**config.mk**
```make
export PLATFORM = sky130hd
export DESIGN_NAME = uart_color_msg_tx
export DESIGN_NICKNAME = d
export VERILOG_FILES = /design/src/rtl/uart_color_msg_tx.sv
export SDC_FILE = /design/constraint.sdc
export NUM_CORES = 1
export LEC_CHECK = 0
export CAP_MARGIN = 25
export CORE_ASPECT_RATIO = 2
export CORE_UTILIZATION = 64
export CTS_CLUSTER_DIAMETER = 120
export CTS_CLUSTER_SIZE = 20
export DETAILED_ROUTE_END_ITERATION = 8
export GPL_TIMING_DRIVEN = 0
export MAX_ROUTING_LAYER = met4
export PLACE_DENSITY_LB_ADDON = 0.08
export REMOVE_ABC_BUFFERS = 1
export SLEW_MARGIN = 20
export SYNTH_ARGS = -nofsm -noshare
export SYNTH_HDL_FRONTEND = slang
export SYNTH_SLANG_ARGS = --single-unit
```
**constraint.sdc**
```tcl
create_clock -name clk_50 -period 3.1 [get_ports clk_50]
set_clock_uncertainty 0.1 [all_clocks]
set_input_delay 0.62 -clock clk_50 [delete_from_list [all_inputs] [get_ports clk_50]]
set_output_delay 0.62 -clock clk_50 [all_outputs]
set_load 0.005 [all_outputs]
```
**src/rtl/uart_color_msg_tx.sv**
```systemverilog
// uart_color_msg_tx
// Takes one-hot colour requests over a valid/ready handshake, buffers one
// pending request and transmits a fixed 12-byte ASCII report over UART
// ("SI-SIM<D>-<L>-#\n"). The frame is 8N1 by default, with STOP_BITS stop bits.
// Optional even parity bit: define UART_COLOR_PARITY_EN to get 8E1/8E2 frames.
// tx, busy and msg_done are registered. tx therefore trails the FSM state by
// one cycle, which gives the two-cycle handshake-to-start-bit latency.
module uart_color_msg_tx #(
  parameter int CLKS_PER_BIT = 434,
  parameter int STOP_BITS    = 1,
  parameter int CHANGE_ONLY  = 1
) (
  input  logic       clk_50,
  input  logic       rst,
  input  logic       color_valid,
  output logic       color_ready,
  input  logic [2:0] color,
  output logic       tx,
  output logic       busy,
  output logic       msg_done,
  output logic       color_err
);

  localparam int                BAUD_W    = $clog2(CLKS_PER_BIT);
  localparam logic [BAUD_W-1:0] BAUD_LAST = BAUD_W'(CLKS_PER_BIT - 1);
  localparam logic [BAUD_W-1:0] BAUD_PRE  = BAUD_W'(CLKS_PER_BIT - 2);
  localparam logic [2:0]        STOP_LAST = 3'(STOP_BITS - 1);
  localparam logic [3:0]        LAST_BYTE = 4'd11;

  // The final cycle of the stop period is spent in NEXT. NEXT decides whether
  // to start the next byte or end the message, so there is no gap between bytes.
  typedef enum logic [2:0] {
    IDLE,
    START,
    DATA,
`ifdef UART_COLOR_PARITY_EN
    PARITY,
`endif
    STOP,
    NEXT
  } state_t;

  state_t            state, state_d;
  logic [BAUD_W-1:0] baud_cnt;
  logic [2:0]        bit_cnt;
  logic [3:0]        byte_idx;
  logic [2:0]        cur_color, pend_color, last_color;
  logic              pend_full, pend_full_d;
  logic              accept, one_hot, store, drain;
  logic              baud_end;
  logic [7:0]        cur_byte;
  logic              tx_d, busy_d, done_d;

  // Report text: 'S' 'I' '-' 'S' 'I' 'M' D '-' L '-' '#' LF
  function automatic logic [7:0] msg_byte(input logic [3:0] idx, input logic [2:0] col);
    logic [7:0] digit, letter;
    case (col)
      3'b100:  begin digit = 8'h31; letter = 8'h50; end  // '1' 'P'
      3'b010:  begin digit = 8'h32; letter = 8'h4E; end  // '2' 'N'
      default: begin digit = 8'h33; letter = 8'h57; end  // '3' 'W'
    endcase
    case (idx)
      4'd0, 4'd3:       msg_byte = 8'h53;  // 'S'
      4'd1, 4'd4:       msg_byte = 8'h49;  // 'I'
      4'd2, 4'd7, 4'd9: msg_byte = 8'h2D;  // '-'
      4'd5:             msg_byte = 8'h4D;  // 'M'
      4'd6:             msg_byte = digit;
      4'd8:             msg_byte = letter;
      4'd10:            msg_byte = 8'h23;  // '#'
      default:          msg_byte = 8'h0A;  // LF
    endcase
  endfunction

  assign accept      = color_valid && color_ready;
  assign one_hot     = (color == 3'b100) || (color == 3'b010) || (color == 3'b001);
  assign store       = accept && one_hot && !((CHANGE_ONLY != 0) && (color == last_color));
  assign drain       = (state == IDLE) && pend_full;
  assign pend_full_d = store ? 1'b1 : (drain ? 1'b0 : pend_full);
  assign baud_end    = (baud_cnt == BAUD_LAST);
  assign cur_byte    = msg_byte(byte_idx, cur_color);

  // Request handshake, one-entry pending buffer and last-colour filter
  always_ff @(posedge clk_50 or posedge rst) begin
    if (rst) begin
      pend_full   <= 1'b0;
      color_ready <= 1'b1;
      pend_color  <= 3'b000;
      last_color  <= 3'b000;
      color_err   <= 1'b0;
    end else begin
      // NOTE: non-blocking assignments let every flop sample pre-edge values,
      // so the order of statements within the block has no effect.
      pend_full   <= pend_full_d;
      color_ready <= !pend_full_d;
      color_err   <= accept && !one_hot;
      if (store) begin
        pend_color <= color;
        last_color <= color;
      end
    end
  end

  // FSM state register with baud, bit and byte counters
  always_ff @(posedge clk_50 or posedge rst) begin
    if (rst) begin
      state     <= IDLE;
      baud_cnt  <= '0;
      bit_cnt   <= 3'd0;
      byte_idx  <= 4'd0;
      cur_color <= 3'b000;
    end else begin
      state <= state_d;
      if ((state_d != state) || (state == IDLE) || baud_end) baud_cnt <= '0;
      else baud_cnt <= baud_cnt + 1'b1;
      if (state_d != state) bit_cnt <= 3'd0;
      else if (baud_end) bit_cnt <= bit_cnt + 3'd1;
      if (state == IDLE) byte_idx <= 4'd0;
      else if ((state == NEXT) && (state_d == START)) byte_idx <= byte_idx + 4'd1;
      if (drain) cur_color <= pend_color;
    end
  end

  // Next-state logic
  always_comb begin
    // NOTE: assigning a default first keeps every path assigned, which avoids
    // inferring a latch.
    state_d = state;
    case (state)
      IDLE:  if (pend_full) state_d = START;
      START: if (baud_end) state_d = DATA;
`ifdef UART_COLOR_PARITY_EN
      DATA:   if (baud_end && (bit_cnt == 3'd7)) state_d = PARITY;
      PARITY: if (baud_end) state_d = STOP;
`else
      DATA:  if (baud_end && (bit_cnt == 3'd7)) state_d = STOP;
`endif
      STOP:  if ((bit_cnt == STOP_LAST) && (baud_cnt == BAUD_PRE)) state_d = NEXT;
      NEXT:  state_d = (byte_idx == LAST_BYTE) ? IDLE : START;
      default: state_d = IDLE;
    endcase
  end

  // Output decode. Values are registered below.
  always_comb begin
    tx_d = 1'b1;
    case (state)
      START:  tx_d = 1'b0;
      DATA:   tx_d = cur_byte[bit_cnt];
`ifdef UART_COLOR_PARITY_EN
      PARITY: tx_d = ^cur_byte;
`endif
      default: tx_d = 1'b1;
    endcase
    // A waiting request keeps busy high through the single IDLE cycle between
    // back-to-back messages.
    busy_d = (state != IDLE) || pend_full;
    done_d = (state == NEXT) && (byte_idx == LAST_BYTE);
  end

  // Registered outputs
  always_ff @(posedge clk_50 or posedge rst) begin
    if (rst) begin
      tx       <= 1'b1;
      busy     <= 1'b0;
      msg_done <= 1'b0;
    end else begin
      tx       <= tx_d;
      busy     <= busy_d;
      msg_done <= done_d;
    end
  end

endmodule

```
==> summary.md <==
| Metric | Value |
|---|---|
| RSZ-0062 raised after global routing | no |
| Cell variety after synth | 54 |
| # Post-CTS Setup Buffers | 0 |
| Worst setup path endpoint | last_color[1] |
| Hold WS | 0.4055 ns |
| Outcome | completed |
| Worst R2R Setup Slack | 0.86 ns |
| Synth Area in Adders | 6.477% |
| Die height | 79.70 µm |
| CP delay by family, top | buffers and inverters |
| Slew Limit Headroom | 55.53% |
| Number of synthesized flops with an enable pin | 0 |
| Final Cycle Share | 72.30% |
| Vias in the first global route | 1,488 |
| Static leakage | 0.9175 nW |
| Critical path endpoint category | flop |
| Htree depth | 2 |
| Final setup viols | 0 |
| Slowest stage delay, CP | 0.51 ns |
| Critical Path, Cell by Cell | clkdlybuf4s50_1 -> xor2_1 -> o311ai_1 -> nor2_1 -> mux2_1 |
| CTS tree | yes |
| N_diodes | 0 |
| Placer Congestion | 0.7776 |
| Slowest cell on crit path | clkdlybuf4s50_1 |
| Final wirelength | 4.184 mm |
| Final HPWL DP | 3.018 mm |
| Worst setup SP type | primary input |
| Hold WC Path Type | reg2reg |
| Worst skew pair latency | 0.27 ns |
| Commonest non-fill, non-tap cell in the layout | dfrtp_1 |
| Drt first pass iters | 4 |
| Die width | 40.85 µm |
| Synth Area in Compound Gates | 16.00% |
| Worst vdd rail ir drop | 0.0005345 V |
| Commonest register cell after synthesis | dfrtp_1 |
| Multiplexer share of the synthesized area | 4.987% |
| DR iter-0 viols | 46 |
| CP Data Arrival Time | 2.30 ns |
| Max_cap viols | 0 |
| PD cells | 525.1 nW/µm² |
| Cell depth of the worst setup path | 5 |
| Worst setup margin | 0.8588 ns |
| Mapped Cells | 204 |
| Total die area | 3256 µm² |
| Final Critical Period | 2.241 ns |
| CP startpoint | color[2] |
| Register area share after synthesis | 40.28% |
| Largest family of logic cells by synthesized area | simple AND/OR/NAND/NOR gates |
| Share of layout cells above drive strength 1 | 8.295% |
| Pins Over Slew Limit | 0 |
| Crit Path Class | in2reg |
| R2R Path End | tx |
| Yosys warning count | 0 |
| Root Buffer | clkbuf_8 |
| Maximum clock rate | 446.2 MHz |
| RR Startpoint | byte_idx[0] |
| Syn-to-layout area delta | 10.82% |
| Reg2reg path depth | 7 |
| DRC viols | 0 |
| Mean Syn Cell Area | 9.470 µm² |
| Final hold vios | 0 |
| Nets | 233 |
| Core Region | 2804 µm² |
| FP Rows | 27 |
| IO Port Bufs | 10 |
| Vias per cell | 6.268 |
| Congestion Overflow GR | 0 |
| Initial antenna violation count | 0 |
| Post-cts sizing count | 0 |
| Crit path buf inv count | 1 |
| Clock Tree Buf Depth | 2 |
| First-pass GRT wire length | 6.341 mm |
| Sink Count | 31 |
| Yosys reg bits | 31 |
| Setup WS pre-CTS | 0.5942 ns |
| Design area | 2141 µm² |
| Synth Area in Simple Gates | 21.24% |
| Ys async rst share | 100.0% |
| Setup_tns | 0 ns |
| Final Core Density | 76.35% |
| Crit Path Max Fanout | 5 |
| Commonest non-fill, non-tap cells in the layout | dfrtp_1 (29), nor2_1 (19), inv_1 (14) |
| CTS clk-pin slew, worst paths | 0.06 ns |
| Via Count | 1,542 |
| Routed Antenna Nets | 0 |
| Initial core utilization | 68.90% |
| I/O pins | 11 |
| WL/cell | 17.01 µm |
| Worst path required time | 3.16 ns |
| GRT Util Overall | 29.10% |
| Dpl cell area | 2052 µm² |
| Netlist Area Pre-Place | 1932 µm² |
| CTS buffer count | 5 |
| Worst slew pin tran | 0.6641 ns |
| # hold bufs at CTS | 0 |
| Largest net degree at the start of global routing | 19 |
| Xor and xnor area share after synthesis | 5.440% |
[per-stage QoR]
| stage | std cells | power (mW) |
|---|---|---|
| 2_1_floorplan | 198 | 0.7501 |
| 3_3_place_gp | 237 | 0.8064 |
| 3_5_place_dp | 238 | 0.8312 |
| 4_1_cts | 245 | 1.133 |
| 5_1_grt | 246 | 1.180 |
| 6_report | 246 | 1.124 |
[layer usage]
| metal | wire [µm] | part of all wire [%] | GRT usage, % |
|---|---|---|---|
| met2 | 2419 | 58 | 51.09 |
| met5 | 0 | 0 | - |
| met4 | 87 | 2.1 | 13.33 |
| met3 | 88 | 2.1 | 5.850 |
| met1 | 1588 | 38 | 27.22 |
[cell usage after synthesis (2+ instances only)]
cell	n	area (µm²)
nor2_1	19	71.32
mux2_1	2	22.52
xnor2_1	6	52.55
nor2b_1	2	12.51
nor3_1	7	35.03
nand4_1	2	12.51
nand3b_1	4	30.03
dfstp_2	2	52.55
inv_1	14	52.55
buf_4	3	22.52
dfrtp_1	29	725.7
a2111oi_0	2	17.52
a21oi_1	11	55.05
xor2_1	6	52.55
nand2_1	11	41.29
o21ai_0	11	55.05
o311ai_1	2	17.52
and3_1	2	12.51
nor4_1	3	18.77
buf_2	2	10.01
o211ai_1	4	30.03
nand3_1	6	30.03
mux2_2	3	33.78
nand2b_1	5	31.28
and2_1	2	12.51
or3_1	3	18.77
a211oi_1	2	15.01
mux2i_1	4	40.04
ha_1	10	125.1
[power by group]
group	switching [mW]	internal, mW	leakage [nW]
Combinational	0.124	0.121	0.492
Sequential	0.103	0.486	0.387
Clock	0.135	0.154	0.0383
Total	0.362	0.762	0.917
[worst reg2reg max path: stages (launching register included)]
cell and delay [ns]:
dfrtp_1 0.44, inv_1 0.09, ha_1 0.28, nor2_1 0.26
a21oi_1 0.12, a2111oi_0 0.50, o311ai_1 0.14, a32o_1 0.25
[area by class of cell]
type / count / area (µm²)
multi-input cells: 151 / 1046
clock buffers: 7 / 76.32
flip-flops and latches: 31 / 778.2
fillers: 191 / 663.1
repair buffers: 12 / 140.1
inverters: 16 / 63.81
well taps: 29 / 36.28
[kinds of logic after synthesis]
group / count (synthesis)
AOI/OAI and AO/OA: 47
xor gates and xnor gates: 12
adders and majority gates: 10
buffers and inverters: 22
DFF: 31
muxes: 9
and+or+nand+nor: 73
[worst min path at each step]
stage / from / to / slack, ns / cells after the start
2_1_floorplan: pend_full / color_ready / 0.34 / 1
3_3_place_gp: baud_cnt[0] / baud_cnt[0] / 0.39 / 1
3_5_place_dp: pend_full / color_ready / 0.41 / 1
4_1_cts: pend_full / color_ready / 0.41 / 1
5_1_grt: pend_full / color_ready / 0.44 / 1
6_report: pend_full / color_ready / 0.41 / 1
[flip-flops by register name (all words and copies together) (netlist names)]
signal,cells
baud_cnt,9
bit_cnt,3
busy,1
byte_idx,4
color_err,1
color_ready,1
cur_color,3
last_color,3
msg_done,1
pend_full,1
state,3
tx,1
Power figures use the tool's default switching activity.
